--- config.mk ---
export PLATFORM = sky130hd
export DESIGN_NAME = vga_object_renderer
export DESIGN_NICKNAME = d
export VERILOG_FILES = /design/src/rtl/vga_pkg.sv /design/src/rtl/vga_timing_gen.sv /design/src/rtl/vga_object_renderer.sv
export SDC_FILE = /design/constraint.sdc
export NUM_CORES = 1
export LEC_CHECK = 0
export CAP_MARGIN = 20
export CORE_UTILIZATION = 40
export DETAILED_ROUTE_END_ITERATION = 8
export PLACE_DENSITY = 0.57
export SETUP_SLACK_MARGIN = 0.5
export SYNTH_ARGS = -nofsm -noshare
export SYNTH_HDL_FRONTEND = slang
export SYNTH_HIERARCHICAL = 1
export SYNTH_SLANG_ARGS = --single-unit
--- constraint.sdc ---
create_clock -name clk -period 7.9 [get_ports clk]
set_input_delay 0.79 -clock clk [delete_from_list [all_inputs] [get_ports clk]]
set_output_delay 0.79 -clock clk [all_outputs]
set_load 0.01 [all_outputs]
--- src/rtl/vga_pkg.sv ---
// Shared VGA constants, colours and the object-slot record used by the renderer.
package vga_pkg;

    localparam int unsigned DEF_H_SYNC   = 96;
    localparam int unsigned DEF_H_BACK   = 48;
    localparam int unsigned DEF_H_ACTIVE = 640;
    localparam int unsigned DEF_H_FRONT  = 16;
    localparam int unsigned DEF_V_SYNC   = 2;
    localparam int unsigned DEF_V_BACK   = 33;
    localparam int unsigned DEF_V_ACTIVE = 480;
    localparam int unsigned DEF_V_FRONT  = 10;

    localparam int unsigned COORD_W = 11;
    localparam int unsigned CMP_W   = 12;
    localparam int unsigned RGB_W   = 24;

    localparam logic [RGB_W-1:0] COL_BG     = 24'h000000;
    localparam logic [RGB_W-1:0] COL_PLAYER = 24'h00ff00;
    localparam logic [RGB_W-1:0] COL_OBJ    = 24'hff0000;

    typedef enum logic {SLOT_IDLE, SLOT_FALL} slot_state_t;

    typedef struct packed {
        slot_state_t        state;
        logic [COORD_W-1:0] x;
        logic [COORD_W-1:0] y;
    } slot_t;

    // Keep a left edge inside the visible area for an item of known width.
    function automatic logic [COORD_W-1:0] clamp_x(input logic [COORD_W-1:0] x,
                                                   input logic [COORD_W-1:0] lim);
        return (x > lim) ? lim : x;
    endfunction

endpackage

--- src/rtl/vga_timing_gen.sv ---
// Raster counters plus combinational sync, active-area coordinates and frame markers.
module vga_timing_gen
    import vga_pkg::*;
#(
    parameter int unsigned H_SYNC   = DEF_H_SYNC,
    parameter int unsigned H_BACK   = DEF_H_BACK,
    parameter int unsigned H_ACTIVE = DEF_H_ACTIVE,
    parameter int unsigned H_FRONT  = DEF_H_FRONT,
    parameter int unsigned V_SYNC   = DEF_V_SYNC,
    parameter int unsigned V_BACK   = DEF_V_BACK,
    parameter int unsigned V_ACTIVE = DEF_V_ACTIVE,
    parameter int unsigned V_FRONT  = DEF_V_FRONT
) (
    input  logic               clk,
    input  logic               reset,
    output logic [COORD_W-1:0] x_c,
    output logic [COORD_W-1:0] y_c,
    output logic               active_c,
    output logic               h_sync_c,
    output logic               v_sync_c,
    output logic               frame_start_c,
    output logic               frame_tick_c
);

    localparam int unsigned H_TOTAL = H_SYNC + H_BACK + H_ACTIVE + H_FRONT;
    localparam int unsigned V_TOTAL = V_SYNC + V_BACK + V_ACTIVE + V_FRONT;
    localparam int unsigned H_START = H_SYNC + H_BACK;
    localparam int unsigned V_START = V_SYNC + V_BACK;

    logic [COORD_W-1:0] h_ctr;
    logic [COORD_W-1:0] v_ctr;
    logic               h_wrap;
    logic               v_wrap;
    logic               h_in;
    logic               v_in;

    always_ff @(posedge clk) begin
        if (!reset) begin
            h_ctr <= '0;
            v_ctr <= '0;
        end else begin
            h_ctr <= h_wrap ? '0 : h_ctr + COORD_W'(1);
            if (h_wrap) begin
                v_ctr <= v_wrap ? '0 : v_ctr + COORD_W'(1);
            end
        end
    end

    always_comb begin
        h_wrap        = (h_ctr == COORD_W'(H_TOTAL - 1));
        v_wrap        = (v_ctr == COORD_W'(V_TOTAL - 1));
        h_in          = (h_ctr >= COORD_W'(H_START)) && (h_ctr < COORD_W'(H_START + H_ACTIVE));
        v_in          = (v_ctr >= COORD_W'(V_START)) && (v_ctr < COORD_W'(V_START + V_ACTIVE));
        x_c           = h_ctr - COORD_W'(H_START);
        y_c           = v_ctr - COORD_W'(V_START);
        active_c      = h_in && v_in;
        h_sync_c      = (h_ctr >= COORD_W'(H_SYNC));
        v_sync_c      = (v_ctr >= COORD_W'(V_SYNC));
        frame_start_c = (h_ctr == '0) && (v_ctr == '0);
        // Last visible pixel of the frame: objects step here.
        frame_tick_c  = active_c && (x_c == COORD_W'(H_ACTIVE - 1))
                                 && (y_c == COORD_W'(V_ACTIVE - 1));
    end

endmodule

--- src/rtl/vga_object_renderer.sv ---
// Player plus falling-object sprite renderer on top of the VGA raster generator.
module vga_object_renderer
    import vga_pkg::*;
#(
    parameter int unsigned H_SYNC    = DEF_H_SYNC,
    parameter int unsigned H_BACK    = DEF_H_BACK,
    parameter int unsigned H_ACTIVE  = DEF_H_ACTIVE,
    parameter int unsigned H_FRONT   = DEF_H_FRONT,
    parameter int unsigned V_SYNC    = DEF_V_SYNC,
    parameter int unsigned V_BACK    = DEF_V_BACK,
    parameter int unsigned V_ACTIVE  = DEF_V_ACTIVE,
    parameter int unsigned V_FRONT   = DEF_V_FRONT,
    parameter int unsigned N_OBJ     = 4,
    parameter int unsigned OBJ_W     = 50,
    parameter int unsigned OBJ_H     = 50,
    parameter int unsigned PLY_W     = 40,
    parameter int unsigned PLY_H     = 50,
    parameter int unsigned FALL_STEP = 2
) (
    input  logic               clk,
    input  logic               reset,
    input  logic [COORD_W-1:0] player_x,
    input  logic               spawn_valid,
    input  logic [COORD_W-1:0] spawn_x,
    output logic               spawn_ready,
    output logic               hit,
    output logic [N_OBJ-1:0]   obj_active,
    output logic               frame_start,
    output logic               h_sync,
    output logic               v_sync,
    output logic               blank_n,
    output logic               sync_n,
    output logic [7:0]         red,
    output logic [7:0]         green,
    output logic [7:0]         blue
);

    localparam logic [CMP_W-1:0]   OBJ_W_C   = CMP_W'(OBJ_W);
    localparam logic [CMP_W-1:0]   OBJ_H_C   = CMP_W'(OBJ_H);
    localparam logic [CMP_W-1:0]   PLY_W_C   = CMP_W'(PLY_W);
    localparam logic [CMP_W-1:0]   PLY_H_C   = CMP_W'(PLY_H);
    localparam logic [CMP_W-1:0]   PLY_TOP   = CMP_W'(V_ACTIVE - PLY_H);
    localparam logic [CMP_W-1:0]   STEP_C    = CMP_W'(FALL_STEP);
    localparam logic [CMP_W-1:0]   V_ACT_C   = CMP_W'(V_ACTIVE);
    localparam logic [COORD_W-1:0] OBJ_X_MAX = COORD_W'(H_ACTIVE - OBJ_W);
    localparam logic [COORD_W-1:0] PLY_X_MAX = COORD_W'(H_ACTIVE - PLY_W);

    logic [COORD_W-1:0] x_c;
    logic [COORD_W-1:0] y_c;
    logic               active_c;
    logic               h_sync_c;
    logic               v_sync_c;
    logic               frame_start_c;
    logic               frame_tick;

    vga_timing_gen #(
        .H_SYNC  (H_SYNC),
        .H_BACK  (H_BACK),
        .H_ACTIVE(H_ACTIVE),
        .H_FRONT (H_FRONT),
        .V_SYNC  (V_SYNC),
        .V_BACK  (V_BACK),
        .V_ACTIVE(V_ACTIVE),
        .V_FRONT (V_FRONT)
    ) u_timing (
        .clk          (clk),
        .reset        (reset),
        .x_c          (x_c),
        .y_c          (y_c),
        .active_c     (active_c),
        .h_sync_c     (h_sync_c),
        .v_sync_c     (v_sync_c),
        .frame_start_c(frame_start_c),
        .frame_tick_c (frame_tick)
    );

    slot_t [N_OBJ-1:0] slots;
    slot_t [N_OBJ-1:0] slots_nxt;
    logic  [N_OBJ-1:0] is_fall;
    logic  [N_OBJ-1:0] collide;
    logic  [N_OBJ-1:0] covers;
    logic  [N_OBJ-1:0] exits;
    logic  [N_OBJ-1:0] alloc;
    logic              any_idle;
    logic              run_en;
    logic              accept;
    logic [CMP_W-1:0]  ply_x;
    logic [CMP_W-1:0]  px;
    logic [CMP_W-1:0]  py;
    logic              ply_pix;
    logic [RGB_W-1:0]  pix_col;

    assign ply_x = CMP_W'(clamp_x(player_x, PLY_X_MAX));
    assign px    = CMP_W'(x_c);
    assign py    = CMP_W'(y_c);

    // Per-slot geometry, evaluated at 12 bits so right/bottom edges never wrap.
    for (genvar i = 0; i < N_OBJ; i++) begin : g_slot
        logic [CMP_W-1:0] ox;
        logic [CMP_W-1:0] oy;
        assign ox         = CMP_W'(slots[i].x);
        assign oy         = CMP_W'(slots[i].y);
        assign is_fall[i] = (slots[i].state == SLOT_FALL);
        assign collide[i] = is_fall[i] && (ox < ply_x + PLY_W_C) && (ply_x < ox + OBJ_W_C)
                                       && (oy < PLY_TOP + PLY_H_C) && (PLY_TOP < oy + OBJ_H_C);
        assign covers[i]  = is_fall[i] && (px >= ox) && (px < ox + OBJ_W_C)
                                       && (py >= oy) && (py < oy + OBJ_H_C);
        assign exits[i]   = (oy + STEP_C) >= V_ACT_C;
    end

    // Lowest-index idle slot gets the next spawn.
    always_comb begin
        alloc    = '0;
        any_idle = 1'b0;
        for (int i = 0; i < N_OBJ; i++) begin
            if (!is_fall[i] && !any_idle) begin
                alloc[i] = 1'b1;
                any_idle = 1'b1;
            end
        end
    end

    assign spawn_ready = run_en && any_idle && !frame_tick;
    assign accept      = spawn_valid && spawn_ready;
    assign obj_active  = is_fall;
    assign sync_n      = 1'b0;

    // Slot next-state: frame step and spawn are exclusive because ready drops on the tick.
    always_comb begin
        slots_nxt = slots;
        for (int i = 0; i < N_OBJ; i++) begin
            if (frame_tick && is_fall[i]) begin
                if (collide[i]) begin
                    slots_nxt[i].state = SLOT_IDLE;
                end else begin
                    slots_nxt[i].y = slots[i].y + COORD_W'(FALL_STEP);
                    if (exits[i]) begin
                        slots_nxt[i].state = SLOT_IDLE;
                    end
                end
            end else if (accept && alloc[i]) begin
                slots_nxt[i].state = SLOT_FALL;
                slots_nxt[i].x     = clamp_x(spawn_x, OBJ_X_MAX);
                slots_nxt[i].y     = '0;
            end
        end
    end

    always_comb begin
        ply_pix = (px >= ply_x) && (px < ply_x + PLY_W_C) && (py >= PLY_TOP) && (py < PLY_TOP + PLY_H_C);
        pix_col = COL_BG;
        if (active_c) begin
            if (|covers) begin
                pix_col = COL_OBJ;
            end else if (ply_pix) begin
                pix_col = COL_PLAYER;
            end
        end
    end

    always_ff @(posedge clk) begin
        if (!reset) begin
            for (int i = 0; i < N_OBJ; i++) begin
                slots[i].state <= SLOT_IDLE;
                slots[i].x     <= '0;
                slots[i].y     <= '0;
            end
            run_en             <= 1'b0;
            hit                <= 1'b0;
            frame_start        <= 1'b0;
            h_sync             <= 1'b0;
            v_sync             <= 1'b0;
            blank_n            <= 1'b0;
            {red, green, blue} <= '0;
        end else begin
            slots              <= slots_nxt;
            run_en             <= 1'b1;
            hit                <= frame_tick && (|collide);
            frame_start        <= frame_start_c;
            h_sync             <= h_sync_c;
            v_sync             <= v_sync_c;
            blank_n            <= active_c;
            {red, green, blue} <= pix_col;
        end
    end

endmodule

==> flow_summary.ini <==
[grt]
grt_pass1_wl_um = 67490
grt_usage = 0.2437
grt-ovfl-total = 0
grt_max_degree = 75
grt_antenna_before_repair = 2
grt_pass1_vias = 11913

[run_status]
status = finished, final reports clean

[clock_tree]
ctsHoldBuffers = 0
cts_tree = built
cts_made_buffers = 17
clk_pin_slew_ps = 60
clk_path_buf_depth = 2
cts_max_level = 4
cts_root_buf = clkbuf_16
cts_resized = 0
clock_sinks = 118
postCtsSetupBuffers = 0
clk_latency_ps = 450

[final_layout]
n_antenna_cell = 0
drive_gt1_frac = 0.04443
final_cell_mix = ha_1, nand2_1, dfxtp_1
final_common_cell = ha_1
areaGrowthSynthToFinish_pct = 10.18
final_nets = 2067
fin_util = 0.4518

[placement]
gp_congestion = 0.9251
pre_cts_ws_ps = 1559
io_buffers = 50
dp_hpwl_um = 32310

[power]
leakage_nw = 6.182
p_per_area_nw_per_um2 = 113.6
power_w = 0.001739
ir_drop_v = 0.0001574

[worst_setup_path]
critPathSlowestCell = a311oi_2
path_class = input port to flip-flop
cp_cell_sequence = clkdlybuf4s50_1, or2_2, inv_1, nor2_1, nand2_1, nand2b_1, ha_1, or2_2, o21a_1, o22ai_1, ha_1, nand2_1, a21oi_1, a221oi_1, a31oi_1, a311oi_2, or2b_2, nor3_1, a311o_1
cpPeakStageDelay_ps = 600
cp.required_ps = 8230
setup.worst_path.end_class = flip-flop
cp-start-kind = input port
crit_fanout = 12
cp.arrival_ps = 6280

[logic_synthesis]
synthDistinctLibCells = 82
yosys_most_used_dff = dfxtp_1
yosysWarnings = 6
syn_area_per_cell_um2 = 7.886
ys_seq_area_frac = 0.1701
ys_ff_latch = 118
syn_inst = 1761
synth_edf_count = 0
async_flop_share = 0
synth_area_um2 = 13890

[route]
drt_wl_total_um = 42900
avgRoutedWirePerCell_um = 19.27
drc_errors = 0
dr.pass1.iters = 7
antenna_left = 0
initialDrtViolationCount = 801
num_vias = 12755
routed_via_density = 5.730

[floorplan]
start_util = 0.4100
row_count = 67
core_um2 = 33870
die_h_um = 188.3
die_w_um = 188.3
ios = 60
dieArea_um2 = 35470

[timing]
max_freq_mhz = 168.2
slew_viol_final = 0
period_share = 0.7528
rsz0062_at_grt = no
fin_skew_ps = 12.98
setup_viol = 0
fin_tns_setup_ps = 0
period_needed_ps = 5947
slew_headroom = 0.2952
hold_viol = 0
setup_slack_ps = 1953
holdWs_ps = 525.9
tightest_slew_ps = 1053

[flow_run]
drv_cap = 0

[min_path]
hold_path.class = flip-flop to flip-flop
[path summary, 6_finish.rpt]
| check | to | slack (ps) | start | cells after the start |
|---|---|---|---|---|
| max | g_slot[2].oy[6] | 1950 | player_x[10] | 19 |
| min | u_timing/v_ctr[0] | 530 | u_timing/v_ctr[0] | 1 |
| max reg2reg | g_slot[3].oy[3] | 3080 | u_timing/h_ctr[4] | 16 |
| min reg2reg | u_timing/v_ctr[0] | 530 | u_timing/v_ctr[0] | 1 |
[layer usage]
layer,GRT usage,part of all wire,wire length (um)
met1,0.3267,0.47,20260
met2,0.3848,0.45,19150
met3,0.04973,0.054,2313
met4,0.08747,0.027,1158
met5,0,0.00030,13
[where the power goes]
group / leakage, nW / switching, W / internal [W] / total [W]
Combinational: 4.92 / 0.000136 / 0.0000900 / 0.000226
Clock: 0.312 / 0.000325 / 0.000576 / 0.000901
Sequential: 0.953 / 0.0000109 / 0.000601 / 0.000612
Total: 6.18 / 0.000472 / 0.00127 / 0.00174
[kinds of logic (layout without fill, tap and decap cells)]
group / count (synthesis) / in the layout / synth area share
mux: 3 / 3 / 0.002342
fa+ha+maj: 277 / 277 / 0.2496
compound gates: 438 / 438 / 0.2209
simple gates: 606 / 606 / 0.2261
xor+xnor: 95 / 95 / 0.05992
buf+inv: 222 / 222 / 0.07046
flops: 118 / 118 / 0.1701
other cells: 2 / 19 / 0.0005408
[state kept, by name (all words and copies together), names as in the netlist, 4 cells and up]
register        cells
obj_active          4
g_slot.ox          44
g_slot.oy          40
u_timing/v_ctr     11
u_timing/h_ctr     11
[critical path: cells and delay by family]
family / cells / cell delay [ps]
adders and majority gates: 2 / 790
AOI/OAI and AO/OA: 7 / 2120
and+or+nand+nor: 8 / 1880
buffers and inverters: 2 / 710
[cell usage after synthesis (all sizes together) (8+ instances only)]
cell | instances | area share
nor2b | 15 | 0.0068
ha | 277 | 0.25
inv | 116 | 0.031
nor3 | 44 | 0.017
o31ai | 8 | 0.0043
nand2 | 147 | 0.040
buf | 48 | 0.023
or3 | 24 | 0.011
a21oi | 73 | 0.026
o21ai | 106 | 0.038
nand4 | 46 | 0.021
a211oi | 17 | 0.0092
clkbuf | 54 | 0.015
o211ai | 16 | 0.0086
xnor2 | 75 | 0.047
a21boi | 10 | 0.0054
o211a | 21 | 0.015
nand3 | 72 | 0.026
dfxtp | 118 | 0.17
o2111ai | 16 | 0.010
a21o | 29 | 0.016
and2 | 47 | 0.021
nand2b | 23 | 0.010
nor4 | 21 | 0.011
o21a | 31 | 0.017
o22ai | 8 | 0.0036
nor2 | 99 | 0.027
a311oi | 9 | 0.0066
a211o | 13 | 0.0082
xor2 | 20 | 0.013
a2111oi | 12 | 0.0076
and3 | 24 | 0.011
a31oi | 16 | 0.0072
[layout make-up]
| type | count | area (um^2) |
|---|---|---|
| tap | 448 | 560.5 |
| clock buffer | 20 | 456.7 |
| clock inverter | 12 | 200.2 |
| inverter | 120 | 450.4 |
| sequential | 118 | 2362 |
| timing repair buffer | 70 | 655.6 |
| multi-input combinational | 1438 | 10620 |
| fill | 3407 | 18570 |
[metrics by stage]
step,area (um^2),cells
after floorplan,13950,1778
after global placement,14620,2192
after detailed placement,14640,2193
after CTS,15290,2225
after global routing,15300,2226
final,15300,2226
Note: power is estimated with default switching activity, not from simulation.
